<file path="src/rtl/ac_pkg.sv">
// Shared encodings and default timing for the air-conditioning controller slice.
// Used by the thermostat controller, the actuator sequencer and their benches.
package ac_pkg;

  typedef enum logic [2:0] {
    ST_IDLE     = 3'd0,
    ST_FAN_PRE  = 3'd1,
    ST_HEAT     = 3'd2,
    ST_COOL     = 3'd3,
    ST_FAN_POST = 3'd4,
    ST_LOCKOUT  = 3'd5,
    ST_FAULT    = 3'd6
  } ac_state_e;

  localparam int DEF_CNT_W     = 5;
  localparam int DEF_FAN_LEAD  = 2;
  localparam int DEF_MIN_ON    = 8;
  localparam int DEF_FAN_TRAIL = 4;
  localparam int DEF_MIN_OFF   = 6;

endpackage

</file>
<file path="src/rtl/ac_dwell_timer.sv">
// Dwell counter for the actuator sequencer: clears on state entry, counts up,
// saturates at all-ones and flags when it reaches the selected limit.
module ac_dwell_timer #(
  parameter int CNT_W = 5
) (
  input  logic             clk,
  input  logic             rst_n,
  input  logic             clr,
  input  logic [CNT_W-1:0] limit_m1,
  output logic [CNT_W-1:0] cnt,
  output logic             expired
);

  logic [CNT_W-1:0] cnt_q;

  // NOTE: sequential state is written with <= so every flop samples pre-edge values.
  always_ff @(posedge clk) begin
    if (!rst_n) begin
      cnt_q <= '0;
    end else if (clr) begin
      cnt_q <= '0;
    end else if (cnt_q != '1) begin
      cnt_q <= cnt_q + CNT_W'(1);
    end
  end

  assign cnt     = cnt_q;
  assign expired = (cnt_q == limit_m1);

endmodule

</file>
<file path="src/rtl/ac_actuator_seq.sv">
// Heater/compressor/fan sequencer with fan lead/trail, minimum run and lockout.
// Build option AC_FAULT_LATCH_EN latches a sticky fault on simultaneous heat+cool demand.
module ac_actuator_seq
  import ac_pkg::*;
#(
  parameter int CNT_W     = DEF_CNT_W,
  parameter int FAN_LEAD  = DEF_FAN_LEAD,
  parameter int MIN_ON    = DEF_MIN_ON,
  parameter int FAN_TRAIL = DEF_FAN_TRAIL,
  parameter int MIN_OFF   = DEF_MIN_OFF
) (
  input  logic       clk,
  input  logic       rst_n,
  input  logic       heating,
  input  logic       cooling,
  output logic       heater_on,
  output logic       compressor_on,
  output logic       fan_on,
  output logic [2:0] state,
  output logic       fault
);

  localparam logic [CNT_W-1:0] LEAD_M1  = CNT_W'(FAN_LEAD - 1);
  localparam logic [CNT_W-1:0] ON_M1    = CNT_W'(MIN_ON - 1);
  localparam logic [CNT_W-1:0] TRAIL_M1 = CNT_W'(FAN_TRAIL - 1);
  localparam logic [CNT_W-1:0] OFF_M1   = CNT_W'(MIN_OFF - 1);

  ac_state_e        state_q, state_d;
  logic             mode_q;
  logic             heater_q, comp_q, fan_q;
  logic [CNT_W-1:0] cnt, limit_m1;
  logic             expired, dwell_clr, demand;

  assign demand = heating ^ cooling;

  // Limit for the single shared timer follows the state being timed.
  always_comb begin
    // NOTE: default assignment first so no path through the case infers a latch.
    limit_m1 = '1;
    case (state_q)
      ST_FAN_PRE:      limit_m1 = LEAD_M1;
      ST_HEAT,ST_COOL: limit_m1 = ON_M1;
      ST_FAN_POST:     limit_m1 = TRAIL_M1;
      ST_LOCKOUT:      limit_m1 = OFF_M1;
      default:         limit_m1 = '1;
    endcase
  end

  ac_dwell_timer #(.CNT_W(CNT_W)) u_dwell (
    .clk      (clk),
    .rst_n    (rst_n),
    .clr      (dwell_clr),
    .limit_m1 (limit_m1),
    .cnt      (cnt),
    .expired  (expired)
  );

  always_comb begin
    state_d = state_q;
    case (state_q)
      ST_IDLE:     if (demand) state_d = ST_FAN_PRE;
      ST_FAN_PRE: begin
        if (!demand)      state_d = ST_FAN_POST;
        else if (expired) state_d = mode_q ? ST_HEAT : ST_COOL;
      end
      ST_HEAT:     if (!heating && cnt >= ON_M1) state_d = ST_FAN_POST;
      ST_COOL:     if (!cooling && cnt >= ON_M1) state_d = ST_FAN_POST;
      ST_FAN_POST: if (expired) state_d = ST_LOCKOUT;
      ST_LOCKOUT:  if (expired) state_d = ST_IDLE;
`ifdef AC_FAULT_LATCH_EN
      ST_FAULT:    state_d = ST_FAULT;
`endif
      default:     state_d = ST_IDLE;
    endcase
`ifdef AC_FAULT_LATCH_EN
    if (heating && cooling) state_d = ST_FAULT;
`endif
  end

  assign dwell_clr = (state_d != state_q);

  // Actuator drives are decoded from the next state so they are registered
  // alongside it; heater and compressor can never be on together.
  always_ff @(posedge clk) begin
    if (!rst_n) begin
      state_q  <= ST_IDLE;
      mode_q   <= 1'b0;
      heater_q <= 1'b0;
      comp_q   <= 1'b0;
      fan_q    <= 1'b0;
    end else begin
      state_q  <= state_d;
      if (state_q == ST_IDLE && state_d == ST_FAN_PRE) mode_q <= heating;
      heater_q <= (state_d == ST_HEAT);
      comp_q   <= (state_d == ST_COOL);
      fan_q    <= (state_d == ST_FAN_PRE) || (state_d == ST_HEAT) ||
                  (state_d == ST_COOL)    || (state_d == ST_FAN_POST);
    end
  end

`ifdef AC_FAULT_LATCH_EN
  logic fault_q;

  always_ff @(posedge clk) begin
    if (!rst_n) fault_q <= 1'b0;
    else        fault_q <= (state_d == ST_FAULT);
  end

  assign fault = fault_q;
`else
  assign fault = 1'b0;
`endif

  assign state         = state_q;
  assign heater_on     = heater_q;
  assign compressor_on = comp_q;
  assign fan_on        = fan_q;

endmodule

</file>
<file path="config.mk">
export PLATFORM = sky130hd
export DESIGN_NAME = ac_actuator_seq
export DESIGN_NICKNAME = d
export VERILOG_FILES = /design/src/rtl/ac_pkg.sv /design/src/rtl/ac_dwell_timer.sv /design/src/rtl/ac_actuator_seq.sv
export SDC_FILE = /design/constraint.sdc
export NUM_CORES = 1
export LEC_CHECK = 0
export CAP_MARGIN = 15
export CORE_UTILIZATION = 30
export DETAILED_ROUTE_END_ITERATION = 7
export HOLD_SLACK_MARGIN = 0.1
export PLACE_DENSITY = 0.55
export SLEW_MARGIN = 5
export SYNTH_ARGS = -nofsm -noshare
export SYNTH_HDL_FRONTEND = slang
export SYNTH_SLANG_ARGS = --single-unit
</file>
<file path="constraint.sdc">
create_clock -name clk -period 4.25 [get_ports clk]
set_clock_uncertainty 0.05 [all_clocks]
set_input_delay 0.425 -clock clk [delete_from_list [all_inputs] [get_ports clk]]
set_output_delay 0.425 -clock clk [all_outputs]
set_load 0.05 [all_outputs]
</file>
* Word level (Yosys, flattened, before mapping)
Index checks and enable logic that the tools add are counted.
Storage, ports and cells: bits in registers 12, bits in latches 0, memory bits (writable) 0, ROM bits 0, input bits 4, word-level logic and storage cells 43, memories 0
Cells by class: add/sub/neg operators 1, multiply operators 0, divide/modulo/power cells 0, magnitude comparators 1, eq/ne operators 12, shift-type cells 0, muxes and demuxes 10, bitwise gates (word level) 2, reduce and logical (&&, ||, !) cells 11
Operators by type and width (number):
- 3-bit 2-to-1 mux | 7
- 5-bit case mux with 4 select lines | 1
- 3-bit case mux with 6 select lines | 1
- 3-bit by 2-bit equality test with 1-bit output, second input constant | 4
- 3-bit equality test, second input constant | 3
- 3-bit by 1-bit equality test with 1-bit output, second input constant | 2
- 5-bit by 1-bit adder with 5-bit output, second input constant | 1
- 5-bit equality test | 1
- 5-bit by 3-bit >= comparator with 1-bit output, second input constant | 1
- 5-bit inequality test, second input constant | 1
- 2-bit OR reduction | 2
- 1-bit logical AND | 3
- 3-bit logical NOT | 1
- 1-bit logical OR | 3
- 3-bit inequality test | 1
- 1-bit logical NOT | 2
- 1-bit 2-to-1 mux | 1
- 1-bit NOT | 1
- 1-bit XOR | 1

* Depth between registers and ports, before layout
Gate-level depths: netlist (run 1).
depth after elaboration 11, depth in mapped cells 7, gate-level depth less buffers 7

* By module
From an unflattened synthesis (run 1), not the netlist that was laid out.
Second synthesis, totals: cells, all modules 100, area, all modules 844.6 µm²
Modules (own cells, without submodules):
- ac_actuator_seq | instances 1, cells an instance 72, area an instance 573.0 µm², seq. area each 140.1 µm²
- ac_dwell_timer | instances 1, cells an instance 28, area an instance 271.5 µm², seq. area each 100.1 µm²

* Least setup slack after synthesis (run 1)
Ideal clock, no wire load.
path kind reg2reg, start point reg state_q[2] (netlist: state[2]), end point reg u_dwell.cnt_q[0] (netlist: u_dwell.cnt[0]), setup time 0.064 ns, arrival 2.061 ns, required time 4.136 ns, slack 2.075 ns, stages on the path, launching flop included 8, path buffers 1, period minus slack after synthesis 2.175 ns, path through dfxtp_1 -> buf_4 -> nor2_1 -> o211ai_1 -> a221o_2 -> o22ai_1 -> or4b_4 -> nor2_1
Between the ends: word-level cells in the longest chain between the ends 9, elaborated cells on any way between the ends 19
RTL lines:
- start, declared | RTL line ac_actuator_seq.sv:28 | ac_state_e state_q, state_d;
- start signal, assigned | RTL line ac_actuator_seq.sv:92 | state_q <= state_d;
- 3-bit by 2-bit equality test with 1-bit output | RTL line ac_actuator_seq.sv:40, ac_actuator_seq.sv:60
- 2-bit OR reduction | RTL line ac_actuator_seq.sv:40 | case (state_q)
- 5-bit case mux with 4 select lines | RTL line ac_actuator_seq.sv:40
- 5-bit equality test | RTL line ac_dwell_timer.sv:28 | assign expired = (cnt_q == limit_m1);
- 3-bit 2-to-1 mux | RTL line ac_actuator_seq.sv:64 | else if (expired) state_d = mode_q ? ST_HEAT : ST_COOL;
- 3-bit 2-to-1 mux | RTL line ac_actuator_seq.sv:63 | if (!demand) state_d = ST_FAN_POST;
- 3-bit case mux with 6 select lines | RTL line ac_actuator_seq.sv:60 | case (state_q)
- 3-bit inequality test * | RTL line ac_actuator_seq.sv:80 | assign dwell_clr = (state_d != state_q);
- 2-bit OR reduction (no line) *
- end signal, assigned | RTL line ac_dwell_timer.sv:23 | cnt_q <= cnt_q + CNT_W'(1);
- end, declared | RTL line ac_dwell_timer.sv:14 | logic [CNT_W-1:0] cnt_q;
Every way passes the cells marked *; elsewhere a longest branch is shown, timed or not. A chain may end at the register's enable or synchronous reset.

* Final worst setup path (run 1)
start point reg state_q[0] (netlist: state[0]), end point out state[0]
RTL lines:
- end, declared | RTL line ac_actuator_seq.sv:19 | output logic [2:0] state,
No word-level cell between the ends.

==> impl_metrics.tcl, run 1 <==
set metrics [dict create \
    outcome "finished clean" \
    final.hold.worst_slack_ns 0.448 \
    unrepaired_setup_endpoints_after_global_routing "false" \
    clk_pin_slew_ns 0.08 \
    asyncSetResetFlopFracSynth_pct 0 \
    detail_route.wirelength_um 1690 \
    vdd_ir_drop_max_mv 0.197 \
    numCtsBuffers 3 \
    cts_root_buffer "sky130_fd_sc_hd__clkbuf_4" \
    postCtsHoldBufs 0 \
    slew_headroom_pct 66.3 \
    final_setup_vio_count 0 \
    worst_setup_path_end_kind "output port" \
    cp_max_stage_delay_ns 0.90 \
    timing.fmax_mhz 442 \
    area_growth_syn_to_layout_pct 14.2 \
    grt_pass1_vias 622 \
    clock_tree.buffer_depth 2 \
    synth.yosys.warnings 0 \
    cts_tree "yes" \
    core_area_um2 2520 \
    slew_violations 0 \
    grt_use_total_pct 13.3 \
    final_area_um2 925 \
    n_antenna_cell 0 \
    dieArea_um2 2910 \
    numPortBuffers 9 \
    cts_setup_buffers 0 \
    synth.cell_area_um2 810 \
    dr.pass1.iters 4 \
    placed_area_um2 888 \
    finish.net_count 113 \
    max_cap_viol_count 0 \
    dp.final_hpwl_um 1250 \
    critical_path_required_ns 3.77 \
    chipWidth_um 53.9 \
    drt-wirelength-per-cell_um 12.4 \
    boundaryPins 11 \
    static-leakage-power_uw 0.000358 \
    antenna_violations_before_repair 0 \
    largest_net_degree_at_the_start_of_global_routing 15 \
    synth_enable_flop_cells 0 \
    rows 18 \
    mappedNetlistNets 105 \
    critPathKind "flip-flop to output port" \
    htree_levels 1 \
    path_cells "clkdlybuf4s50_1" \
    crit_arrival_ns 1.79 \
    post_synth_num_cell_types 43 \
    detail_route.vias_per_cell 5.33 \
    worst-slew-pin-transition_ns 0.504 \
    netlist_instances 99 \
    crit_path_start_kind "flip-flop" \
    route.detailed.drc 0 \
    routability_congestion_estimate_from_global_placement 0.815 \
    timing.critical_path.max_delay_family "buffers and inverters" \
    final_layout_size_suffix_gt1_share_pct 8.49 \
    post-route-min-period_ns 2.26 \
    fin_total_pwr_uw 337 \
    timing.final.crit_share_pct 53.2 \
    fin_tns_setup_ns 0 \
    initial_utilization_pct 32.1 \
    die_height_um 53.9 \
    min_path_type "flip-flop to flip-flop" \
    via_count 725 \
    grt_first_pass_wirelength_um 2700 \
    timing.critical_path.buf_inv 1 \
    cts_resizes 0 \
    power_per_cell_area_nw_per_um2 364 \
    postLayoutCoreUtil_pct 36.7 \
    cpMaxStageDelayCell "sky130_fd_sc_hd__clkdlybuf4s50_1" \
    avg_cell_area_syn_um2 8.18 \
    drt_iter0_drc 11 \
    cts_num_sinks 12 \
    worstPathMaxFanout 14 \
    flop_and_latch_count_out_of_synthesis 12 \
    final_hold_viol_count 0 \
    route.antenna.remaining_nets 0 \
    synth_seq_area_share_pct 29.7 \
    clk_latency_ns 0.27 \
    synth-main-ff-cell "sky130_fd_sc_hd__dfxtp_1" \
    grt.overflow.total 0 \
]
[metal layers]
| metal | GRT usage (%) | wire [um] | vias to the layer above |
|---|---|---|---|
| li1 | - | - | 366 |
| met1 | 14.8 | 804 | 350 |
| met2 | 22.0 | 826 | 7 |
| met3 | 5.65 | 53 | 2 |
| met4 | 5.26 | 8 | 0 |
| met5 | 0 | 0 | - |
[Yosys cell counts (2+ instances only)]
cell | number | area share [%]
sky130_fd_sc_hd__xor2_1 | 3 | 3.2
sky130_fd_sc_hd__nand3_1 | 5 | 3.1
sky130_fd_sc_hd__o21bai_1 | 2 | 1.9
sky130_fd_sc_hd__o21ai_0 | 4 | 2.5
sky130_fd_sc_hd__xnor2_1 | 3 | 3.2
sky130_fd_sc_hd__ha_1 | 2 | 3.1
sky130_fd_sc_hd__nor2_1 | 17 | 7.9
sky130_fd_sc_hd__a21oi_1 | 2 | 1.2
sky130_fd_sc_hd__inv_1 | 5 | 2.3
sky130_fd_sc_hd__nand2b_1 | 4 | 3.1
sky130_fd_sc_hd__buf_6 | 2 | 2.8
sky130_fd_sc_hd__mux2i_1 | 4 | 4.9
sky130_fd_sc_hd__dfxtp_1 | 12 | 30
sky130_fd_sc_hd__nand2_1 | 4 | 1.9
sky130_fd_sc_hd__buf_4 | 2 | 1.9
[final timing paths]
check | from | to | slack (ns) | depth (start not counted)
max | state[0]$_SDFF_PN0_ | state[0] | 1.99 | 1
min | mode_q$_SDFFE_PN0P_ | mode_q$_SDFFE_PN0P_ | 0.45 | 2
min reg2reg | mode_q$_SDFFE_PN0P_ | mode_q$_SDFFE_PN0P_ | 0.45 | 2
max reg2reg | state[1]$_SDFF_PN0_ | heater_on$_SDFF_PN0_ | 2.10 | 6
[through the flow]
stage	instances	setup slack (ns)
2_1_floorplan	99	2.07
3_3_place_gp	132	1.97
3_5_place_dp	132	1.97
4_1_cts	136	1.99
5_1_grt	136	1.93
6_report	136	1.99
[sequential cells by signal (all words and copies together), names as in the netlist]
| register | cells |
|---|---|
| heater_on | 1 |
| mode_q | 1 |
| compressor_on | 1 |
| state | 3 |
| u_dwell.cnt | 5 |
| fan_on | 1 |
[kinds of logic (layout without fill, tap and decap cells)]
family,Yosys count,after routing,share of synthesized area (%)
flip-flops,12,12,29.7
XOR/XNOR,6,6,6.49
multiplexers,4,4,4.95
adder cells (fa/ha/maj),2,2,3.09
other,1,1,0.463
AO/OA/AOI/OAI,23,23,21.6
AND/OR/NAND/NOR,40,40,25.3
buffers and inverters,11,18,8.35
[power by group]
group	switching, uW	total (uW)	internal (uW)
Clock	38.8	90.9	52.1
Combinational	58.1	104	46.3
Sequential	18.9	141	122
[worst register-to-register path: stages (launching register included)]
cell                       delay [ns]
sky130_fd_sc_hd__dfxtp_1         0.59
sky130_fd_sc_hd__o21bai_1        0.16
sky130_fd_sc_hd__a211o_1         0.30
sky130_fd_sc_hd__a221o_2         0.43
sky130_fd_sc_hd__o32ai_1         0.29
sky130_fd_sc_hd__nand2_1         0.14
sky130_fd_sc_hd__nor2b_1         0.12
[cell type report]
cell class	instances	area [um^2]
fillers	282	1600
repair buffers	9	90.1
clock buffers	4	36.3
well taps	30	37.5
multi-input cells	76	502
flip-flops and latches	12	240
inverters	5	18.8
[cells in the final DEF, fill, tap and decap left out, types with 2 or more instances in the layout]
cell                              instances
sky130_fd_sc_hd__a21oi_1                  2
sky130_fd_sc_hd__clkbuf_4                 3
sky130_fd_sc_hd__clkdlybuf4s50_1          9
sky130_fd_sc_hd__dfxtp_1                 12
sky130_fd_sc_hd__ha_1                     2
sky130_fd_sc_hd__inv_1                    5
sky130_fd_sc_hd__mux2i_1                  4
sky130_fd_sc_hd__nand2_1                  4
sky130_fd_sc_hd__nand2b_1                 4
sky130_fd_sc_hd__nand3_1                  5
sky130_fd_sc_hd__nor2_1                  17
sky130_fd_sc_hd__o21ai_0                  4
sky130_fd_sc_hd__o21bai_1                 2
sky130_fd_sc_hd__xnor2_1                  3
sky130_fd_sc_hd__xor2_1                   3
No activity file was read; power rests on OpenSTA's default activity.
==> inputs of run 2 (changes only) <==
clock period = 2.34 ns   (was 4.25 ns; I/O delays follow)
==> run 2 against run 1 <==
- design area rose by 1.6%
- non-clock buffer count is 2 higher
- flip-flop and latch count unchanged
- worst hold slack lost 0.0056 ns
- wire length rose by 3.1%
- critical path type is now flip-flop to flip-flop
==> impl_metrics.tcl, run 2 (synthesized netlist as in run 1, its figures left out) <==
set metrics [dict create \
    internal_power_uw 409 \
    dieArea_um2 2910 \
    final_setup_vio_count 0 \
    post-route-min-period_ns 2.13 \
    critPathKind "flip-flop to flip-flop" \
    fill_cells 281 \
    postCtsHoldBufs 0 \
    power_frac_clock_pct 26.3 \
    final_hold_viol_count 0 \
    finish.net_count 115 \
    timing.fmax_mhz 470 \
    cts_root_buffer "sky130_fd_sc_hd__clkbuf_4" \
    initial_utilization_pct 32.1 \
    share_comb_of_total_power_pct 34.3 \
    cts_setup_buffers 0 \
    dr.pass1.iters 4 \
    worst-slew-pin-transition_ns 0.503 \
    vdd_ir_drop_max_mv 0.400 \
    layout.cells.most_common_list "17 x sky130_fd_sc_hd__nor2_1, 12 x sky130_fd_sc_hd__dfxtp_1, 9 x sky130_fd_sc_hd__clkdlybuf4s50_1, 5 x sky130_fd_sc_hd__inv_1, 5 x sky130_fd_sc_hd__nand3_1" \
    postLayoutCoreUtil_pct 37.3 \
    htree_levels 1 \
    route.antenna.remaining_nets 0 \
    numCtsBuffers 3 \
    detail_route.vias_per_cell 5.23 \
    crit_path_start_kind "flip-flop" \
    cts_tree "yes" \
    slew_headroom_pct 66.4 \
    cp_max_stage_delay_ns 0.52 \
    fin_tns_setup_ns 0 \
    grt_pass1_vias 685 \
    multi_input_comb_area_um2 502 \
    max_cap_viol_count 0 \
    boundaryPins 11 \
    timing.final.crit_share_pct 91.0 \
    worstPathMaxFanout 7 \
    power_per_cell_area_nw_per_um2 663 \
    layout.cells.most_common "sky130_fd_sc_hd__nor2_1" \
    p_sw_share_pct 34.3 \
    grt_use_total_pct 14.7 \
    detail_route.wirelength_um 1740 \
    antenna_violations_before_repair 0 \
    drt_iter0_drc 16 \
    grt.overflow.total 0 \
    clk_pin_slew_ns 0.08 \
    clock_tree.buffer_depth 2 \
    outcome "finished clean" \
    routability_congestion_estimate_from_global_placement 0.762 \
    slew_violations 0 \
    via_count 722 \
    min_path_type "flip-flop to flip-flop" \
    clk_latency_ns 0.27 \
    ff_latch_area_um2 240 \
    dp.final_hpwl_um 1280 \
    chipWidth_um 53.9 \
    largest_net_degree_at_the_start_of_global_routing 14 \
    numPortBuffers 9 \
    power.switching_uw 214 \
    die_height_um 53.9 \
    static-leakage-power_uw 0.000369 \
    grt_first_pass_wirelength_um 2960 \
    critical_path_required_ns 2.50 \
    area_growth_syn_to_layout_pct 16.1 \
    cts_num_sinks 12 \
    core_area_um2 2520 \
    seq_power_share_pct 39.4 \
    largest_register_ff_count 5 \
    cts_resizes 0 \
    rows 18 \
    drt-wirelength-per-cell_um 12.6 \
    crit_arrival_ns 2.29 \
    route.detailed.drc 0 \
    worst_setup_path_end_kind "flip-flop" \
    n_antenna_cell 0 \
    cpMaxStageDelayCell "sky130_fd_sc_hd__or4b_4" \
    final_layout_size_suffix_gt1_share_pct 10.2 \
    path_cells "ha_1 > a211oi_2 > and2_1 > a21oi_1 > o21ai_0 > or4b_4 > nor2_1" \
    unrepaired_setup_endpoints_after_global_routing "false" \
]
## run 2: routing by layer
metal | track usage, % | share of wire, %
met1 | 16.6 | 46
met2 | 24.1 | 48
met3 | 5.08 | 4.6
met4 | 7.89 | 1.9
met5 | 0 | 0
## run 2: final timing paths
kind | startpoint | endpoint | slack [ns] | depth (start not counted)
worst max register to register | u_dwell.cnt[1]$_SDFFE_PP0P_ | u_dwell.cnt[0]$_SDFFE_PP0P_ | 0.21 | 7
worst min register to register | mode_q$_SDFFE_PN0P_ | mode_q$_SDFFE_PN0P_ | 0.44 | 2
worst min-delay path | mode_q$_SDFFE_PN0P_ | mode_q$_SDFFE_PN0P_ | 0.44 | 2
worst max-delay path | u_dwell.cnt[1]$_SDFFE_PP0P_ | u_dwell.cnt[0]$_SDFFE_PP0P_ | 0.21 | 7
## run 2: power groups by stage
stage | sequential (uW) | combinational (uW) | clock [uW]
6_report | 245 | 214 | 164
5_1_grt | 249 | 235 | 177
4_1_cts | 246 | 215 | 170
3_5_place_dp | 251 | 213 | 0
3_3_place_gp | 250 | 212 | 0
2_1_floorplan | 278 | 133 | 0
## run 2: stage by stage
stage / power (uW) / std cells / worst slack [ns] / hold slack (ns) / cell area (um^2)
3_5_place_dp: 464 / 134 / 0.228 / 0.432 / 903
4_1_cts: 630 / 138 / 0.203 / 0.451 / 940
2_1_floorplan: 412 / 99 / 0.165 / 0.314 / 810
6_report: 623 / 138 / 0.211 / 0.442 / 940
5_1_grt: 661 / 138 / 0.0254 / 0.482 / 940
3_3_place_gp: 462 / 134 / 0.252 / 0.423 / 903
## run 2: critical path: cells and delay by family, from the launching register on
family	cells	cell delay [ns]
simple gates	3	0.87
compound gates	3	0.51
flops	1	0.38
fa+ha+maj	1	0.24
## run 2: final cells by class
type                            instances  share of cell area, %
Multi-Input combinational cell         76                   53.4
Sequential cell                        12                   25.6
Timing Repair Buffer                   11                   11.2
Tap cell                               30                   3.99
Clock buffer                            4                   3.86
Inverter                                5                   2.00
